File: src/rtl/control_seq_4bit.sv
// Purpose : instruction sequencer for dat_proc_unit_4bit; fetches, decodes, branches on latched flags.
// Latency : two cycles per instruction (FETCH then EXEC); control word is valid only during EXEC.
// Backpres: none; runs freely once started, parks in IDLE/HALT until start.
//
// Ports:
//   clk, reset_n          clock (rising edge), asynchronous active-low reset
//   start                 leave IDLE/HALT and restart at PC 0 (ignored in FETCH/EXEC)
//   instr_addr/instr_data combinational-read instruction ROM interface
//   V, C, N, Z            live datapath flags, sampled at the end of EXEC
//   load_enable .. constant_input  datapath control word (all zero outside EXEC)
//   halted                high while in HALT
//   status                latched {V,C,N,Z}
module control_seq_4bit #(
   parameter int PC_WIDTH = 8   // must be greater than 4 (branch offset is sign-extended from 4 bits)
) (
   input  logic                clk,
   input  logic                reset_n,
   input  logic                start,
   output logic [PC_WIDTH-1:0] instr_addr,
   input  logic [15:0]         instr_data,
   input  logic                V,
   input  logic                C,
   input  logic                N,
   input  logic                Z,
   output logic                load_enable,
   output logic [1:0]          D_select,
   output logic [1:0]          A_select,
   output logic [1:0]          B_select,
   output logic [3:0]          G_select,
   output logic [1:0]          H_select,
   output logic                MB_select,
   output logic                MF_select,
   output logic                MD_select,
   output logic [3:0]          constant_input,
   output logic                halted,
   output logic [3:0]          status
);

   typedef enum logic [1:0] {
      S_IDLE  = 2'd0,
      S_FETCH = 2'd1,
      S_EXEC  = 2'd2,
      S_HALT  = 2'd3
   } state_t;

   state_t              state, state_nxt;
   logic [PC_WIDTH-1:0] pc, pc_nxt;
   logic [15:0]         ir, ir_nxt;
   logic [3:0]          status_nxt;

   // Instruction fields
   logic [3:0] op;
   logic [1:0] dr, sa, sb;
   logic [3:0] imm;
   logic       unused_ir_bits;

   assign op  = ir[15:12];
   assign dr  = ir[11:10];
   assign sa  = ir[9:8];
   assign sb  = ir[7:6];
   assign imm = ir[3:0];
   assign unused_ir_bits = ^ir[5:4];

   logic [PC_WIDTH-1:0] pc_inc, br_target;

   assign pc_inc    = pc + PC_WIDTH'(1);
   // Offset is relative to the following instruction; wrap-around is intended.
   assign br_target = pc_inc + {{(PC_WIDTH-4){imm[3]}}, imm};

   assign instr_addr = pc;

   always_ff @(posedge clk or negedge reset_n) begin
      if (!reset_n) begin
         state  <= S_IDLE;
         pc     <= '0;
         ir     <= '0;
         status <= '0;
      end else begin
         state  <= state_nxt;
         pc     <= pc_nxt;
         ir     <= ir_nxt;
         status <= status_nxt;
      end
   end

   always_comb begin
      state_nxt      = state;
      pc_nxt         = pc;
      ir_nxt         = ir;
      status_nxt     = status;
      load_enable    = 1'b0;
      D_select       = 2'b00;
      A_select       = 2'b00;
      B_select       = 2'b00;
      G_select       = 4'b0000;
      H_select       = 2'b00;
      MB_select      = 1'b0;
      MF_select      = 1'b0;
      MD_select      = 1'b0;
      constant_input = 4'b0000;
      halted         = 1'b0;

      case (state)
         S_IDLE: begin
            if (start) begin
               state_nxt = S_FETCH;
               pc_nxt    = '0;
            end
         end

         S_FETCH: begin
            ir_nxt    = instr_data;
            state_nxt = S_EXEC;
         end

         S_EXEC: begin
            D_select       = dr;
            A_select       = sa;
            B_select       = sb;
            constant_input = imm;
            // NOP (0) and CTRL (F) never write the register file
            load_enable    = (op != 4'h0) && (op != 4'hF);
            state_nxt      = S_FETCH;
            pc_nxt         = pc_inc;

            case (op)
               4'h2: G_select = 4'b0001;
               4'h3: G_select = 4'b0010;
               4'h4: G_select = 4'b0101;
               4'h5: G_select = 4'b0110;
               4'h6: G_select = 4'b1000;
               4'h7: G_select = 4'b1010;
               4'h8: G_select = 4'b1100;
               4'h9: G_select = 4'b1110;
               4'hA: begin
                  MB_select = 1'b1;
                  MF_select = 1'b1;
               end
               4'hB: begin
                  MB_select = 1'b1;
                  G_select  = 4'b0010;
               end
               4'hC: begin
                  MF_select = 1'b1;
                  H_select  = 2'b01;
               end
               4'hD: begin
                  MF_select = 1'b1;
                  H_select  = 2'b10;
               end
               4'hE: MD_select = 1'b1;
               4'hF: begin
                  // Branch conditions use the latched status, not the live flags
                  case (sb)
                     2'b00: if (status[0]) pc_nxt = br_target;
                     2'b01: if (status[1]) pc_nxt = br_target;
                     2'b10: pc_nxt = br_target;
                     default: begin
                        state_nxt = S_HALT;
                        pc_nxt    = pc;
                     end
                  endcase
               end
               default: ;
            endcase

            // Only ALU-style ops (2..9 and ADI) update the status latch
            if (((op >= 4'h2) && (op <= 4'h9)) || (op == 4'hB)) begin
               status_nxt = {V, C, N, Z};
            end
         end

         S_HALT: begin
            halted = 1'b1;
            if (start) begin
               state_nxt = S_FETCH;
               pc_nxt    = '0;
            end
         end

         default: state_nxt = S_IDLE;
      endcase
   end

endmodule
File: config.mk
export PLATFORM = sky130hd
export DESIGN_NAME = control_seq_4bit
export DESIGN_NICKNAME = d
export VERILOG_FILES = /design/src/rtl/control_seq_4bit.sv
export SDC_FILE = /design/constraint.sdc
export NUM_CORES = 1
export LEC_CHECK = 0
export CORE_UTILIZATION = 49
export DETAILED_ROUTE_END_ITERATION = 12
export HOLD_SLACK_MARGIN = 0.08
export PLACE_DENSITY = 0.81
export SLEW_MARGIN = 10
export SYNTH_ARGS = -nofsm -noshare
export SYNTH_HDL_FRONTEND = slang
export SYNTH_SLANG_ARGS = --single-unit
File: constraint.sdc
create_clock -name clk -period 3.2 [get_ports clk]
set_input_delay 0.48 -clock clk [delete_from_list [all_inputs] [get_ports clk]]
set_output_delay 0.48 -clock clk [all_outputs]
set_load 0.005 [all_outputs]
==> qor.yml <==
clock_network:
  clk_pin_slew_ns: 0.10
  clock_latency_ns: 0.28
  cts_resized: 0
  cts.path.max_buffers: 2
  cts_setup_buffers: 0
  htreeDepth: 1
  root_buffer: "clkbuf_8"
  holdBufCountCts: 0
  cts.sinks: 28
  cts_tree: "yes"
  cts_buffers: 3
critical_path:
  worst_ep_required_time_ns: 3.38
  slowest_delay_ns: 0.47
  crit_arrival_ns: 3.01
  cp-startpoint: "instr_addr[0]"
  path_depth: 11
  startpoint_type: "flip-flop"
  end_kind: "flip-flop"
  reg2reg_to: "instr_addr[7]"
  worst_path_max_delay_cell: "dfrtp_1"
  reg2reg_from: "instr_addr[0]"
  path_cells: "ha_1 > nand2_1 > or3_1 > nand2_1 > ha_1 > o21ai_1 > a21oi_1 > a221oi_2 > xnor2_1 > o211ai_1 > a41o_1"
  crit_buf_inv: 0
  setup.worst_path.end: "instr_addr[7]"
  rr_worst_depth: 11
  path_class: "reg2reg"
  reg2reg_slack_ns: 0.37
  path_max_fanout: 6
  critPathTopFamily: "compound AO/OA/AOI/OAI gates"
global_routing:
  first_global_vias: 1736
  grt_pass1_wl_mm: 7.98
  met1_usage: 0.306
  antenna_found_initial: 0
  grt_use_met2: 0.392
  grt_overflow: 0
  globalRouteMet3Util: 0.0270
  grt.total_usage: 0.232
  grt_max_degree: 29
  grt_busiest_layer: "met2"
floorplanning:
  core_area_sq_um: 4060
  io_pins: 56
  die_w_um: 67.6
  die_y_um: 67.6
  die_area_sq_um: 4570
  start_util: 0.520
  rows: 23
route:
  routed_via_density: 5.64
  antenna_left: 0
  dr.first_iter.drc_count: 169
  wl_per_cell_um: 14.8
  drc: 0
  drt_wl_total_mm: 4.85
  route.vias.total: 1845
  drt_first_pass_iters: 4
logic_synthesis:
  synth_nets: 268
  ys_ff_latch: 28
  synth_top_family_by_area: "compound AO/OA/AOI/OAI gates"
  synth_xor_area_frac: 0.0415
  synthArstFlopShare: 1.00
  synthMuxAreaShare: 0.0855
  synth-simple-area-share: 0.186
  yosys_warnings: 0
  syn_avg_cell_area_sq_um: 9.25
  synthTopCellsByArea: "dfrtp_1 33%, ha_1 9.5%, mux2_2 8.5%"
  synth_ff_type: "dfrtp_1"
  yosys.area.top_type: "dfrtp_1"
  synth_edf_count: 0
  synth_compound_area_frac: 0.201
  syn_inst: 228
  synth_cell_types: 52
  yosys.area.top_type_share: 0.332
  yosysSeqAreaShare: 0.332
  synthesis.area_sq_um: 2110
  synth_adder_area_share: 0.104
timing:
  skew_ns: 0.00439
  worstMarginPinSlew_ns: 0.680
  rsz0062_at_grt: "false"
  drv_slew: 0
  timing.hold.ws_ns: 0.511
  relSlewSlack: 0.546
  min_period_ns: 2.83
  setup_violations: 0
  fin_ws_ns: 0.373
  finalSetupTns_ns: 0
  hold_violations: 0
  fmax_mhz: 354
  post-route-period-util: 0.883
pwr:
  comb_power_share: 0.613
  ir_drop_mv: 0.503
  clkPwrFrac: 0.109
  power.density_nw_per_um2: 966
  switchingPower_w: 0.00113
  internal-power_w: 0.00152
  seq_power_share: 0.278
  p_leak_nw: 1.13
  power_switching_share: 0.427
cells_and_area:
  multi_input_area_sq_um: 1300
  fill_cells: 320
  layout_commonest_cell: "clkdlybuf4s50_1"
  syn_to_final_growth_pct: 30.3
  seqCellArea_sq_um: 701
  utilization: 0.677
  finalNetCount: 318
  stdcell_area_sq_um: 2750
  n_antenna_cell: 0
  layout_common_cells: "53 x clkdlybuf4s50_1, 28 x dfrtp_1, 18 x nand2_1, 16 x mux2_2, 16 x ha_1"
  drive_above_1_share: 0.105
placed_design:
  place.port_buffers: 53
  placed_cell_area_sq_um: 2680
  post-dp-hpwl_mm: 3.62
  dp_slack_ns: 0.426
  gp_congestion: 0.820
flow_run:
  cap_violations: 0
min_path:
  hold_class: "reg2reg"
status:
  outcome: "completed"
[layer usage]
layer	vias up	share of wire
met5	-	0
met4	0	0.013
met3	6	0.043
met2	59	0.48
met1	872	0.46
li1	908	-
[per-stage QoR]
| stage | total power (W) | instances |
|---|---|---|
| 2_1_floorplan | 0.00183 | 228 |
| 3_3_place_gp | 0.00231 | 323 |
| 3_5_place_dp | 0.00235 | 323 |
| 4_1_cts | 0.00266 | 327 |
| 5_1_grt | 0.00288 | 327 |
| 6_report | 0.00266 | 327 |
[layout make-up]
type / instances / share of cell area
multi-input cells: 174 / 0.474
repair buffers: 56 / 0.201
well taps: 50 / 0.0228
flip-flops and latches: 28 / 0.255
clock buffers: 3 / 0.0150
inverters: 15 / 0.0205
clock inverters: 1 / 0.0109
[how the worst min path moves through the flow]
stage            start       endpoint  slack (ns)  cells past startpoint
2_1_floorplan  reset_n  instr_addr[0]        0.18                      0
3_3_place_gp     ir[9]          ir[9]        0.48                      1
3_5_place_dp    ir[10]         ir[10]        0.49                      1
4_1_cts          ir[8]          ir[8]        0.52                      1
5_1_grt         ir[10]         ir[10]        0.54                      1
6_report         ir[8]          ir[8]        0.51                      1
[cell usage after synthesis (2+ instances only)]
cell type  number
ha_1           16
o31ai_1         3
a21boi_0        2
nand4_1         2
a31oi_1         2
clkbuf_1        7
nor3_1          5
nor3b_1         2
nor2b_1         4
a32o_1          2
a21oi_1        10
o21ai_1         2
a22o_1          4
o21a_1          3
a22oi_1         2
xnor2_1         7
o211ai_1        5
and2_1         10
dfrtp_1        28
buf_2           2
nor2_1         14
nand2_1        18
nand3b_1        2
xor2_1          3
inv_1          15
mux2_2         16
nand3_1         4
o21ai_0        11
nand2b_1        4
[flip-flops by register name, summed over array words and instances, names as in the netlist]
register / flops
ir: 14
status: 4
instr_addr: 8
state: 2
[power groups by stage]
stage	Combinational (W)	Clock, W	Sequential, W
2_1_floorplan	0.00119	0	0.000647
3_3_place_gp	0.00158	0	0.000736
3_5_place_dp	0.00161	0	0.000744
4_1_cts	0.00163	0.000295	0.000736
5_1_grt	0.00180	0.000308	0.000774
6_report	0.00163	0.000289	0.000739
[logic make-up (layout without fill, tap and decap cells)]
logic type      after synthesis  after routing
buf+inv                      26             75
mux                          16             16
fa+ha+maj                    17             17
simple gates                 74             74
compound gates               57             57
xor+xnor                     10             10
flops                        28             28
No activity file was read; power rests on OpenSTA's default activity.
==> edit 1: new RTL, same settings <==
The parameter `PC_WIDTH` goes from 8 to 6.
--- a/src/rtl/control_seq_4bit.sv
+++ b/src/rtl/control_seq_4bit.sv
@@ -11,7 +11,7 @@
 //   halted                high while in HALT
 //   status                latched {V,C,N,Z}
 module control_seq_4bit #(
-   parameter int PC_WIDTH = 8   // must be greater than 4 (branch offset is sign-extended from 4 bits)
+   parameter int PC_WIDTH = 6   // must be greater than 4 (branch offset is sign-extended from 4 bits)
 ) (
    input  logic                clk,
    input  logic                reset_n,
Interface: changed (resized instr_addr); port bits go from 56 to 54. The function was not compared with the original's and may differ.
==> edit 1 against the original RTL <==
Design area down 16%. Sequential cell count down 2. Worst setup slack worse by 62 ps. Critical path type is now reg2out. Power down 21%. Highest routed layer unchanged. Clock skew up 9.4 ps. Critical endpoint is now G_select[1]. Synthesized area down 17%. Combinational power down 22%. First-iteration DRC count down 56%. Register-to-register slack better by 390 ps. Routed wire length down 24%. Sequential power down 6.5%.
==> edit 1: results (changes against the original RTL) <==
<table>
<tr><th>Metric</th><th>Value</th></tr>
<tr><th colspan="2">Pwr</th></tr>
<tr><td>Peak supply drop</td><td>0.531 mV (+5.5%)</td></tr>
<tr><td>Net switching fraction of the power</td><td>41.8% (-0.92 points)</td></tr>
<tr><th colspan="2">Placed design</th></tr>
<tr><td>Worst slack at placement</td><td>664 ps (+238 ps)</td></tr>
<tr><td>Final Wtd Congestion</td><td>0.803 (-2.1%)</td></tr>
<tr><td>Instance count after placement with tap cells included</td><td>265 (-18%)</td></tr>
<tr><td>IO buf count</td><td>51 (-3.8%)</td></tr>
<tr><th colspan="2">GRT</th></tr>
<tr><td>Total routing usage reported by global routing</td><td>21.7% (-1.6 points)</td></tr>
<tr><td>Fraction of met1 tracks used by global routing</td><td>27.7% (-2.8 points)</td></tr>
<tr><td>Met2 track demand over resource</td><td>37.5% (-1.8 points)</td></tr>
<tr><td>Met3 usage in global routing</td><td>3.93% (+1.2 points)</td></tr>
<tr><td>Maximum number of pins on one net before global-route repair</td><td>27 (-6.9%)</td></tr>
<tr><td>Global-route wire length before repair</td><td>6090 µm (-24%)</td></tr>
<tr><th colspan="2">Synth</th></tr>
<tr><td>XOR/XNOR share of the synthesized area</td><td>5.27% (+1.1 points)</td></tr>
<tr><td>Post-synthesis compound-gate area fraction</td><td>14.5% (-5.5 points)</td></tr>
<tr><td>Cells taking the most area after synthesis</td><td>sky130_fd_sc_hd__dfrtp_1 (37%), sky130_fd_sc_hd__mux2_2 (10%), sky130_fd_sc_hd__ha_1 (10%)</td></tr>
<tr><td>Gate Count Post-Synth</td><td>174 (-24%)</td></tr>
<tr><td>Top cell types by occurrence after synthesis</td><td>sky130_fd_sc_hd__dfrtp_1 (26), sky130_fd_sc_hd__mux2_2 (16), sky130_fd_sc_hd__nand2_1 (15)</td></tr>
<tr><th colspan="2">Detailed routing</th></tr>
<tr><td>Total via count in the routed design</td><td>1,459 (-21%)</td></tr>
<tr><th colspan="2">Layout</th></tr>
<tr><td>Layout cells sized above 1</td><td>11.3% (+0.79 points)</td></tr>
<tr><th colspan="2">Setup path</th></tr>
<tr><td>Critical-path top delay cell</td><td>sky130_fd_sc_hd__clkdlybuf4s50_1</td></tr>
<tr><td>Slowest stage delay, CP</td><td>540 ps (+70 ps)</td></tr>
<tr><td>Data arrival at the endpoint of the critical path</td><td>2410 ps (-600 ps)</td></tr>
<tr><th colspan="2">Clocking</th></tr>
<tr><td>Clk slew on worst S/H paths</td><td>140 ps (+40 ps)</td></tr>
<tr><td>Worst-Skew Late Latency</td><td>330 ps (+50 ps)</td></tr>
<tr><th colspan="2">Timing</th></tr>
<tr><td>Worst clock skew on the final layout</td><td>13.8 ps (+9.44 ps)</td></tr>
<tr><th colspan="2">Outcome</th></tr>
<tr><td>Run status</td><td>completed</td></tr>
</table>
## edit 1: cell count changes after synthesis, sizes merged, moves of 3 or more
cell and delta:
nand2 -3, o21ai -6, nor2 -3, o21a -3, clkbuf -5, o211ai -5, inv -8, a21oi -3
## edit 1: worst paths after layout
check                      depth (start not counted)            end      from  slack, ps
max reg2reg                                        6  instr_addr[3]  state[0]        760
min reg2reg                                        1          ir[8]     ir[8]        520
max in group asynchronous                          2          ir[7]   reset_n       2450
min in group clk                                   1          ir[8]     ir[8]        520
max                                                5    G_select[1]  state[0]        310
min                                                2       state[1]   reset_n        480
## edit 1: layout make-up
cell class              count  area [µm²]
fillers                   269        1070
repair buffers             52         518
multi-input cells         134        1040
flip-flops and latches     26         651
well taps                  46        57.6
inverters                   7        26.3
clock buffers               3        22.5
## edit 1: power by group through the flow
stage,Sequential (mW),Combinational (mW),Clock (mW)
floorplan,0.618,0.931,0
global placement,0.681,1.22,0
detailed placement,0.697,1.28,0
CTS,0.689,1.28,0.147
global route,0.719,1.44,0.158
finish,0.691,1.27,0.142
## edit 1: logic make-up (layout without fill, tap and decap cells)
family | Yosys count | count (layout)
xor gates and xnor gates | 9 | 9
and+or+nand+nor | 58 | 58
buffers and inverters | 14 | 62
AOI/OAI and AO/OA | 36 | 36
adders and majority gates | 15 | 15
DFF | 26 | 26
muxes | 16 | 16
## edit 1: per-layer routing
layer | share of wire (%) | vias to the layer above
li1 | - | 714
met1 | 43 | 693
met2 | 51 | 49
met3 | 4.6 | 3
met4 | 1.0 | 0
met5 | 0 | -
## edit 1: metrics by stage
| stage | hold slack (ps) | cell area [µm²] |
|---|---|---|
| after floorplan | 184 | 1760 |
| after global placement | 481 | 2300 |
| after detailed placement | 492 | 2300 |
| after CTS | 499 | 2320 |
| after global routing | 523 | 2320 |
| final | 483 | 2320 |
==> edit 2: new RTL, config.mk and constraints unchanged <==
Made on the original files. The 4 states of `state_t` get a Gray code encoding in 2 bits.
--- a/src/rtl/control_seq_4bit.sv
+++ b/src/rtl/control_seq_4bit.sv
@@ -37,10 +37,10 @@
 );
 
    typedef enum logic [1:0] {
-      S_IDLE  = 2'd0,
-      S_FETCH = 2'd1,
-      S_EXEC  = 2'd2,
-      S_HALT  = 2'd3
+      S_IDLE  = 2'b00,
+      S_FETCH = 2'b01,
+      S_EXEC  = 2'b11,
+      S_HALT  = 2'b10
    } state_t;
 
    state_t              state, state_nxt;
Check against the original RTL: no difference found for any inputs over 10 cycles, from zero or initial values and one cycle with reset_n low; not proved beyond that.
==> edit 2 against the original RTL <==
Worst setup slack improved by 200 ps. Routed wire length grew 0.19%. Hold slack lost 5.6 ps. Via count increased by 0.60%. Power rose by 15%. Design area decreased by 2.0%. Synthesized area shrank 1.9%. Fmax increased by 7.4%. Sequential cell count unchanged. Critical endpoint is now instr_addr[6]. Highest routed layer unchanged.
==> edit 2: results (changes against the original RTL) <==
<table>
<tr><th>Metric</th><th>Value</th></tr>
<tr><th colspan="2">Placed design</th></tr>
<tr><td>Total cell area at the placement stage</td><td>2640 µm² (-1.5%)</td></tr>
<tr><td>Detailed placer's ending HPWL</td><td>3640 µm (+0.62%)</td></tr>
<tr><td>Instance count after placement with tap cells included</td><td>324 (+0.31%)</td></tr>
<tr><td>Worst slack at placement</td><td>619 ps (+194 ps)</td></tr>
<tr><td>Final Wtd Congestion</td><td>0.853 (+4.0%)</td></tr>
<tr><th colspan="2">Synth</th></tr>
<tr><td>Number of distinct library cells after synthesis</td><td>50 (-3.8%)</td></tr>
<tr><td>Cells taking the most area after synthesis</td><td>sky130_fd_sc_hd__dfrtp_1 (34%), sky130_fd_sc_hd__ha_1 (7.3%), sky130_fd_sc_hd__mux2_2 (5.4%)</td></tr>
<tr><td>XOR/XNOR share of the synthesized area</td><td>5.75% (+1.6 points)</td></tr>
<tr><td>Average cell area after synthesis</td><td>9.07 µm² (-1.9%)</td></tr>
<tr><td>Post-synthesis compound-gate area fraction</td><td>20.1% (+0.086 points)</td></tr>
<tr><td>Fraction of the yosys area taken by sequential cells</td><td>33.9% (+0.64 points)</td></tr>
<tr><th colspan="2">Pwr</th></tr>
<tr><td>Static leakage</td><td>1.12 nW (-0.82%)</td></tr>
<tr><th colspan="2">GRT</th></tr>
<tr><td>Total routing usage reported by global routing</td><td>23.3% (+0.047 points)</td></tr>
<tr><td>Number of global-route vias before repair</td><td>1,777 (+2.4%)</td></tr>
<tr><th colspan="2">Layout</th></tr>
<tr><td>Count of non-filler cells in the finished layout</td><td>328 (+0.31%)</td></tr>
<tr><td>Layout cells sized above 1</td><td>9.35% (-1.1 points)</td></tr>
<tr><td>Final #Nets</td><td>315 (-0.94%)</td></tr>
<tr><th colspan="2">Worst hold path</th></tr>
<tr><td>Hold Path Origin</td><td>status[3]</td></tr>
<tr><th colspan="2">Setup path</th></tr>
<tr><td>Data arrival at the endpoint of the critical path</td><td>2760 ps (-250 ps)</td></tr>
<tr><td>Worst R2R Setup Slack</td><td>570 ps (+200 ps)</td></tr>
<tr><td>Largest fanout of any net on the critical path</td><td>8 (+2)</td></tr>
<tr><th colspan="2">Detailed routing</th></tr>
<tr><td>Number of violations reported at the end of detailed-routing iteration 0</td><td>65 (-62%)</td></tr>
<tr><td>Final wirelength</td><td>4860 µm (+0.19%)</td></tr>
<tr><th colspan="2">Timing</th></tr>
<tr><td>Minimum clock period</td><td>2630 ps (-195 ps)</td></tr>
<tr><th colspan="2">Outcome</th></tr>
<tr><td>Run status</td><td>completed</td></tr>
</table>
## edit 2: report_power, final
group,switching [mW],internal [mW],total [mW]
logic,0.979,1.05,2.03
clock network,0.126,0.111,0.236
registers,0.256,0.522,0.777
## edit 2: cell type report
class | instances | area (µm²)
inverters | 12 | 45.0
repair buffers | 55 | 546
multi-input cells | 179 | 1280
clock buffers | 4 | 55.1
flip-flops and latches | 28 | 701
well taps | 50 | 62.6
fillers | 346 | 1340
## edit 2: cells by family after synthesis
family | count (synthesis)
simple gates | 77
compound gates | 63
flops | 28
buf+inv | 21
mux | 14
fa+ha+maj | 13
xor+xnor | 12
## edit 2: metrics by stage
step	utilization (%)	hold slack, ps
2_1_floorplan	-	184
3_3_place_gp	65.4	480
3_5_place_dp	65.4	484
4_1_cts	66.8	510
5_1_grt	66.8	530
6_report	66.8	506
## edit 2: final timing paths
kind                                 end  cells past startpoint
max reg2reg                instr_addr[6]                      9
max                        instr_addr[6]                      9
min reg2reg                    status[3]                      1
max in group asynchronous  instr_addr[1]                      2
min in group asynchronous         ir[13]                      2
min                            status[3]                      1
## edit 2: critical path, stage by stage (launching register included)
cell	delay, ps
sky130_fd_sc_hd__dfrtp_1	540
sky130_fd_sc_hd__ha_1	240
sky130_fd_sc_hd__xor2_1	230
sky130_fd_sc_hd__ha_1	320
sky130_fd_sc_hd__nor2b_1	170
sky130_fd_sc_hd__o31ai_2	300
sky130_fd_sc_hd__a21boi_1	120
sky130_fd_sc_hd__or3_1	310
sky130_fd_sc_hd__a31oi_1	160
sky130_fd_sc_hd__a22oi_1	80
## edit 2: routing by layer
metal	up-vias	share of wire (%)	wire length, µm	global-route usage [%]
met5	-	0	0	0
met3	4	4.2	203	3.60
li1	923	-	-	-
met2	48	49	2360	38.9
met1	881	47	2280	31.1
met4	0	0.49	24	5.59
